[src/rtl/dram_access_ctrl.sv]
// Load/store sequencer: one word-aligned req/ack bus transaction per access,
// core stall while in flight, formatted load data, misalign and timeout pulses.
module dram_access_ctrl #(
  parameter int TIMEOUT = 255,
  parameter int CNT_W   = 16
) (
  input  logic        clk,
  input  logic        rst_n,
  input  logic        mem_rd,
  input  logic        mem_wr,
  input  logic [31:0] addr,
  input  logic [31:0] wdata,
  input  logic [1:0]  store_sel,
  input  logic [2:0]  load_sel,
  output logic        stall,
  output logic [31:0] rdata,
  output logic        misalign,
  output logic        timeout_err,
  output logic        bus_req,
  output logic        bus_we,
  output logic [31:0] bus_addr,
  output logic [31:0] bus_wdata,
  output logic [3:0]  bus_be,
  input  logic        bus_ack,
  input  logic [31:0] bus_rdata
);

  typedef enum logic [1:0] {IDLE, REQ, DONE} state_t;

  state_t            state_q, state_d;
  logic [CNT_W-1:0]  cnt_q, cnt_d;
  logic              req_q, req_d;
  logic              we_q, we_d;
  logic [31:0]       addr_q, addr_d;
  logic [31:0]       wdata_q, wdata_d;
  logic [3:0]        be_q, be_d;
  logic [31:0]       rdata_q, rdata_d;
  logic              misalign_q, misalign_d;
  logic              tmo_q, tmo_d;
  logic [2:0]        ld_sel_q, ld_sel_d;
  logic [1:0]        lane_q, lane_d;

  logic acc, is_half, is_byte, misaligned;

  function automatic logic [31:0] fmt_load(input logic [2:0] sel, input logic [1:0] lane,
                                           input logic [31:0] w);
    logic [7:0]  b;
    logic [15:0] h;
    b = w[{lane, 3'b000} +: 8];
    h = lane[1] ? w[31:16] : w[15:0];
    case (sel)
      3'b001:  fmt_load = {{16{h[15]}}, h};
      3'b010:  fmt_load = {{24{b[7]}}, b};
      3'b011:  fmt_load = {16'b0, h};
      3'b100:  fmt_load = {24'b0, b};
      default: fmt_load = w;
    endcase
  endfunction

  function automatic logic [3:0] store_be(input logic wr, input logic [1:0] sel,
                                          input logic [1:0] lane);
    if (!wr)               store_be = 4'b1111;
    else if (sel == 2'b01) store_be = lane[1] ? 4'b1100 : 4'b0011;
    else if (sel == 2'b10) store_be = 4'b0001 << lane;
    else                   store_be = 4'b1111;
  endfunction

  function automatic logic [31:0] store_data(input logic wr, input logic [1:0] sel,
                                             input logic [31:0] w);
    if (!wr)               store_data = 32'b0;
    else if (sel == 2'b01) store_data = {2{w[15:0]}};
    else if (sel == 2'b10) store_data = {4{w[7:0]}};
    else                   store_data = w;
  endfunction

  // A write takes precedence when both mem_rd and mem_wr are asserted.
  assign acc = mem_rd | mem_wr;

  always_comb begin
    if (mem_wr) begin
      is_half = (store_sel == 2'b01);
      is_byte = (store_sel == 2'b10);
    end else begin
      is_half = (load_sel == 3'b001) || (load_sel == 3'b011);
      is_byte = (load_sel == 3'b010) || (load_sel == 3'b100);
    end
    misaligned = is_byte ? 1'b0 : (is_half ? addr[0] : (addr[1:0] != 2'b00));
  end

  assign stall = acc & ~misaligned & (state_q != DONE);

  always_comb begin
    state_d    = state_q;
    cnt_d      = cnt_q;
    req_d      = req_q;
    we_d       = we_q;
    addr_d     = addr_q;
    wdata_d    = wdata_q;
    be_d       = be_q;
    rdata_d    = rdata_q;
    ld_sel_d   = ld_sel_q;
    lane_d     = lane_q;
    misalign_d = 1'b0;
    tmo_d      = 1'b0;
    case (state_q)
      IDLE: begin
        req_d = 1'b0;
        if (acc) begin
          if (misaligned) begin
            misalign_d = 1'b1;
          end else begin
            we_d     = mem_wr;
            addr_d   = {addr[31:2], 2'b00};
            be_d     = store_be(mem_wr, store_sel, addr[1:0]);
            wdata_d  = store_data(mem_wr, store_sel, wdata);
            ld_sel_d = load_sel;
            lane_d   = addr[1:0];
            cnt_d    = '0;
            req_d    = 1'b1;
            state_d  = REQ;
          end
        end
      end
      REQ: begin
        // An ack arriving on the final allowed cycle still completes normally.
        if (bus_ack) begin
          if (!we_q) rdata_d = fmt_load(ld_sel_q, lane_q, bus_rdata);
          cnt_d   = '0;
          req_d   = 1'b0;
          state_d = DONE;
        end else if (cnt_q == CNT_W'(TIMEOUT - 1)) begin
          if (!we_q) rdata_d = 32'b0;
          tmo_d   = 1'b1;
          cnt_d   = '0;
          req_d   = 1'b0;
          state_d = DONE;
        end else begin
          cnt_d = cnt_q + 1'b1;
        end
      end
      DONE: begin
        req_d   = 1'b0;
        state_d = IDLE;
      end
      default: begin
        req_d   = 1'b0;
        state_d = IDLE;
      end
    endcase
  end

  always_ff @(posedge clk or negedge rst_n) begin
    if (!rst_n) begin
      state_q    <= IDLE;
      cnt_q      <= '0;
      req_q      <= 1'b0;
      we_q       <= 1'b0;
      addr_q     <= 32'b0;
      wdata_q    <= 32'b0;
      be_q       <= 4'b0;
      rdata_q    <= 32'b0;
      misalign_q <= 1'b0;
      tmo_q      <= 1'b0;
      ld_sel_q   <= 3'b0;
      lane_q     <= 2'b0;
    end else begin
      state_q    <= state_d;
      cnt_q      <= cnt_d;
      req_q      <= req_d;
      we_q       <= we_d;
      addr_q     <= addr_d;
      wdata_q    <= wdata_d;
      be_q       <= be_d;
      rdata_q    <= rdata_d;
      misalign_q <= misalign_d;
      tmo_q      <= tmo_d;
      ld_sel_q   <= ld_sel_d;
      lane_q     <= lane_d;
    end
  end

  assign bus_req     = req_q;
  assign bus_we      = we_q;
  assign bus_addr    = addr_q;
  assign bus_wdata   = wdata_q;
  assign bus_be      = be_q;
  assign rdata       = rdata_q;
  assign misalign    = misalign_q;
  assign timeout_err = tmo_q;

endmodule

[config.mk]
export PLATFORM = sky130hd
export DESIGN_NAME = dram_access_ctrl
export DESIGN_NICKNAME = d
export VERILOG_FILES = /design/src/rtl/dram_access_ctrl.sv
export SDC_FILE = /design/constraint.sdc
export NUM_CORES = 1
export LEC_CHECK = 0
export CAP_MARGIN = 10
export CORE_MARGIN = 8
export CORE_UTILIZATION = 46
export DETAILED_ROUTE_END_ITERATION = 10
export PLACE_DENSITY_LB_ADDON = 0.12
export SLEW_MARGIN = 15
export SYNTH_ARGS = -nofsm -noshare
export SYNTH_HDL_FRONTEND = slang
export SYNTH_SLANG_ARGS = --single-unit
[constraint.sdc]
create_clock -name clk -period 2.4 [get_ports clk]
set_input_delay 0.48 -clock clk [delete_from_list [all_inputs] [get_ports clk]]
set_output_delay 0.48 -clock clk [all_outputs]
set_load 0.02 [all_outputs]
==> results.toml <==
[outcome]
status = "finished clean"

[synth]
avgSynthCellArea_um2 = 9.12
synthesis.area_mm2 = 0.00613
ys_async_sr_fraction_pct = 100
synth_area_leaders = "dfrtp_1 51%, nand2_1 10%, o21ai_0 4.2%"
synth.yosys.seq_area_share_pct = 51.0
yosys_register_bits = 125
synth_edf_count = 0
synth_flop_cell = "dfrtp_1"
synth_top_area_share_pct = 51.0
ys_types = 61
synth_cells = 672
ys_warn_count = 0
yosysTopAreaCell = "dfrtp_1"

[detailed_routing]
finalWirelength_um = 19700
drt-pass1-iter-count = 5
post_drt_wl_per_cell_um = 17.9
drt-initial-drc-count = 492
via_per_inst = 5.53
vias = 6083
route.detailed.drc = 0
drtAntennaViolNets = 0

[worst_setup_path]
cp_data_required_time_ns = 1.92
reg2reg_slack_ns = 0.23
r2r_cells = 7
crit_path_start_kind = "input pin"
critPathMaxFanout = 2
end_kind = "primary output"
path_class = "input pin to primary output"
arrival_ns = 1.88
r2r_start = "cnt_q[0]"
r2r_end = "cnt_q[8]"

[timing]
min_period_ns = 2.36
drv_slew = 0
setup_viol = 0
hold_ws_ns = 0.0689
clock_skew_ns = 0.00710
tns_ns = 0
rsz0062_at_grt = "no"
max_freq_mhz = 424
tightestPinTransition_ns = 0.717
hold_viol = 0
finalCritPeriodShare_pct = 98.4
slew_headroom_pct = 51.9

[clock_network]
htreeDepth = 4
cts.clk_slew.worst_paths_ns = 0.06
cts_buffer_depth = 2
root_buffer = "clkbuf_16"
clock_latency_ns = 0.42
cts.sinks = 125
post-cts-setup-buffers = 0
cts_tree = "yes"
numCtsBuffers = 17

[final_layout]
syn2layout_area_growth_pct = 53.1
drive_gt1_share_pct = 10.5
fin_nets = 1019
regArea_mm2 = 0.00313
nFillCells = 1012
multiInputGateArea_mm2 = 0.00281
diodes = 0

[floorplan]
fp.dieW_um = 131
io_pins = 211
die-area_mm2 = 0.0173
chipHeight_um = 131
initial_utilization_pct = 46.6
core_mm2 = 0.0131
core.rowCount = 42

[place]
gp_congestion = 0.849
numPortBuffers = 208
dpl.hpwl_um = 14400

[global_route]
grt_util_all_layers_pct = 23.0
grt_pass1_vias = 6392
grt_overflow = 0
antenna_found_initial = 0
grt_max_degree = 66
grt_pass1_wl_um = 32800

[pwr]
power_leakage_uw = 0.00411
power_density_mw_per_mm2 = 1190
irDropWorstVdd_v = 0.000712

[worst_hold_path]
hold_path.class = "input pin to asynchronous set/reset pin"

[flow_run]
max_cap_viol_count = 0
-- registers in the layout, summed over array words and instances (netlist names) --
register,count
bus_req,1
lane_q,2
ld_sel_q,3
rdata,32
bus_we,1
cnt_q,16
timeout_err,1
misalign,1
state_q,2
bus_addr,30
bus_be,4
bus_wdata,32
-- stage by stage --
stage               total power, µW  cell area (µm²)  instances  utilization (%)  worst slack [ns]
floorplan                      5990             6130        673                -             0.303
global placement               8340             8740       1068             66.6            -0.539
detailed placement             8470             8740       1068             66.6            -0.512
CTS                           11300             9380       1100             71.4            0.0174
global route                  11900             9390       1100             71.4           0.00533
finish                        11200             9390       1100             71.4            0.0392
-- final cells by class --
type	instances	area share (%)
sequential	125	33.3
timing repair buffer	259	27.0
inverter	16	0.640
multi-input combinational	492	29.9
clock inverter	11	1.75
tap	176	2.35
clock buffer	21	5.01
-- power breakdown --
part	switching (µW)	leakage, µW	internal [µW]
sequential	579	0.00160	2880
combinational	2700	0.00220	2300
clock	941	0.000309	1810
-- logic make-up (layout without fill, tap and decap cells) --
| logic type | after synthesis | count (layout) | share of synthesized area [%] |
|---|---|---|---|
| simple gates | 292 | 292 | 21.7 |
| other cells | 1 | 2 | 0.0612 |
| fa+ha+maj | 2 | 2 | 0.408 |
| mux | 13 | 13 | 2.33 |
| xor+xnor | 5 | 5 | 0.715 |
| flops | 125 | 125 | 51.0 |
| buf+inv | 56 | 307 | 3.67 |
| compound gates | 178 | 178 | 20.0 |
-- critical path, stage by stage --
cell and delay [ns]:
clkdlybuf4s50_1 0.50, or4b_4 0.47, o311a_2 0.17, a21oi_2 0.12, buf_4 0.15
-- how the worst max path moves through the flow --
| stage | endpoint | start | cells past startpoint |
|---|---|---|---|
| global placement | stall | addr[0] | 5 |
| floorplan | cnt_q[8] | cnt_q[0] | 8 |
| finish | stall | load_sel[0] | 5 |
| global route | stall | load_sel[0] | 5 |
| CTS | stall | mem_wr | 5 |
| detailed placement | cnt_q[14] | addr[0] | 8 |
-- synth_stat cells, drive strengths merged (2+ instances only) --
library cell,instances
xnor2,5
o2111ai,3
clkbuf,29
o21bai,8
and4,2
ha,2
nor2,38
o21ai,54
nand2b,2
o22ai,2
o22a,4
or3,10
inv,15
nand4,11
buf,11
a21boi,2
o311ai,2
dfrtp,125
or4,2
or2,2
o2bb2ai,25
a221oi,10
o21a,2
a32o,7
a31oi,2
nand3b,3
o221ai,2
o31ai,19
and2,11
nor3b,4
and3,2
nor2b,13
nand3,11
mux2i,12
a21oi,28
nand2,163
nor3,13
-- per-layer routing --
metal	vias up	track usage [%]	routed length, µm
li1	2863	-	-
met1	2939	28.6	8380
met2	264	36.7	9190
met3	17	8.57	1940
met4	0	6.70	197
met5	-	0	0
-- cell usage in the layout, fill, tap and decap left out, types with 5 or more instances in the layout --
cell type        synthesis  layout
mux2i_1                 12      12
o21bai_1                 8       8
nor3_1                  13      13
inv_1                   15      15
nand4_1                 11      11
nand3_1                 11      11
buf_12                   0       6
a21oi_1                 28      27
buf_4                    2      47
nor2_1                  38      38
o31ai_1                 19      19
clkbuf_16                0      17
and2_1                  11      11
o21ai_0                 51      51
clkdlybuf4s50_1          0     204
a32o_1                   7       7
nor2b_1                 13      13
nand2_1                163     163
xnor2_1                  5       5
a221oi_1                10      10
dfrtp_1                125     125
o2bb2ai_1               25      25
or3_1                   10      10
-- timing repair --
item,4_1_cts,5_1_grt
gates resized for setup,7,2
hold buffers,0,0
endpoints found under the setup margin,5,1
hold endpoints to repair,0,0
Note: power is estimated with default switching activity, not from simulation.
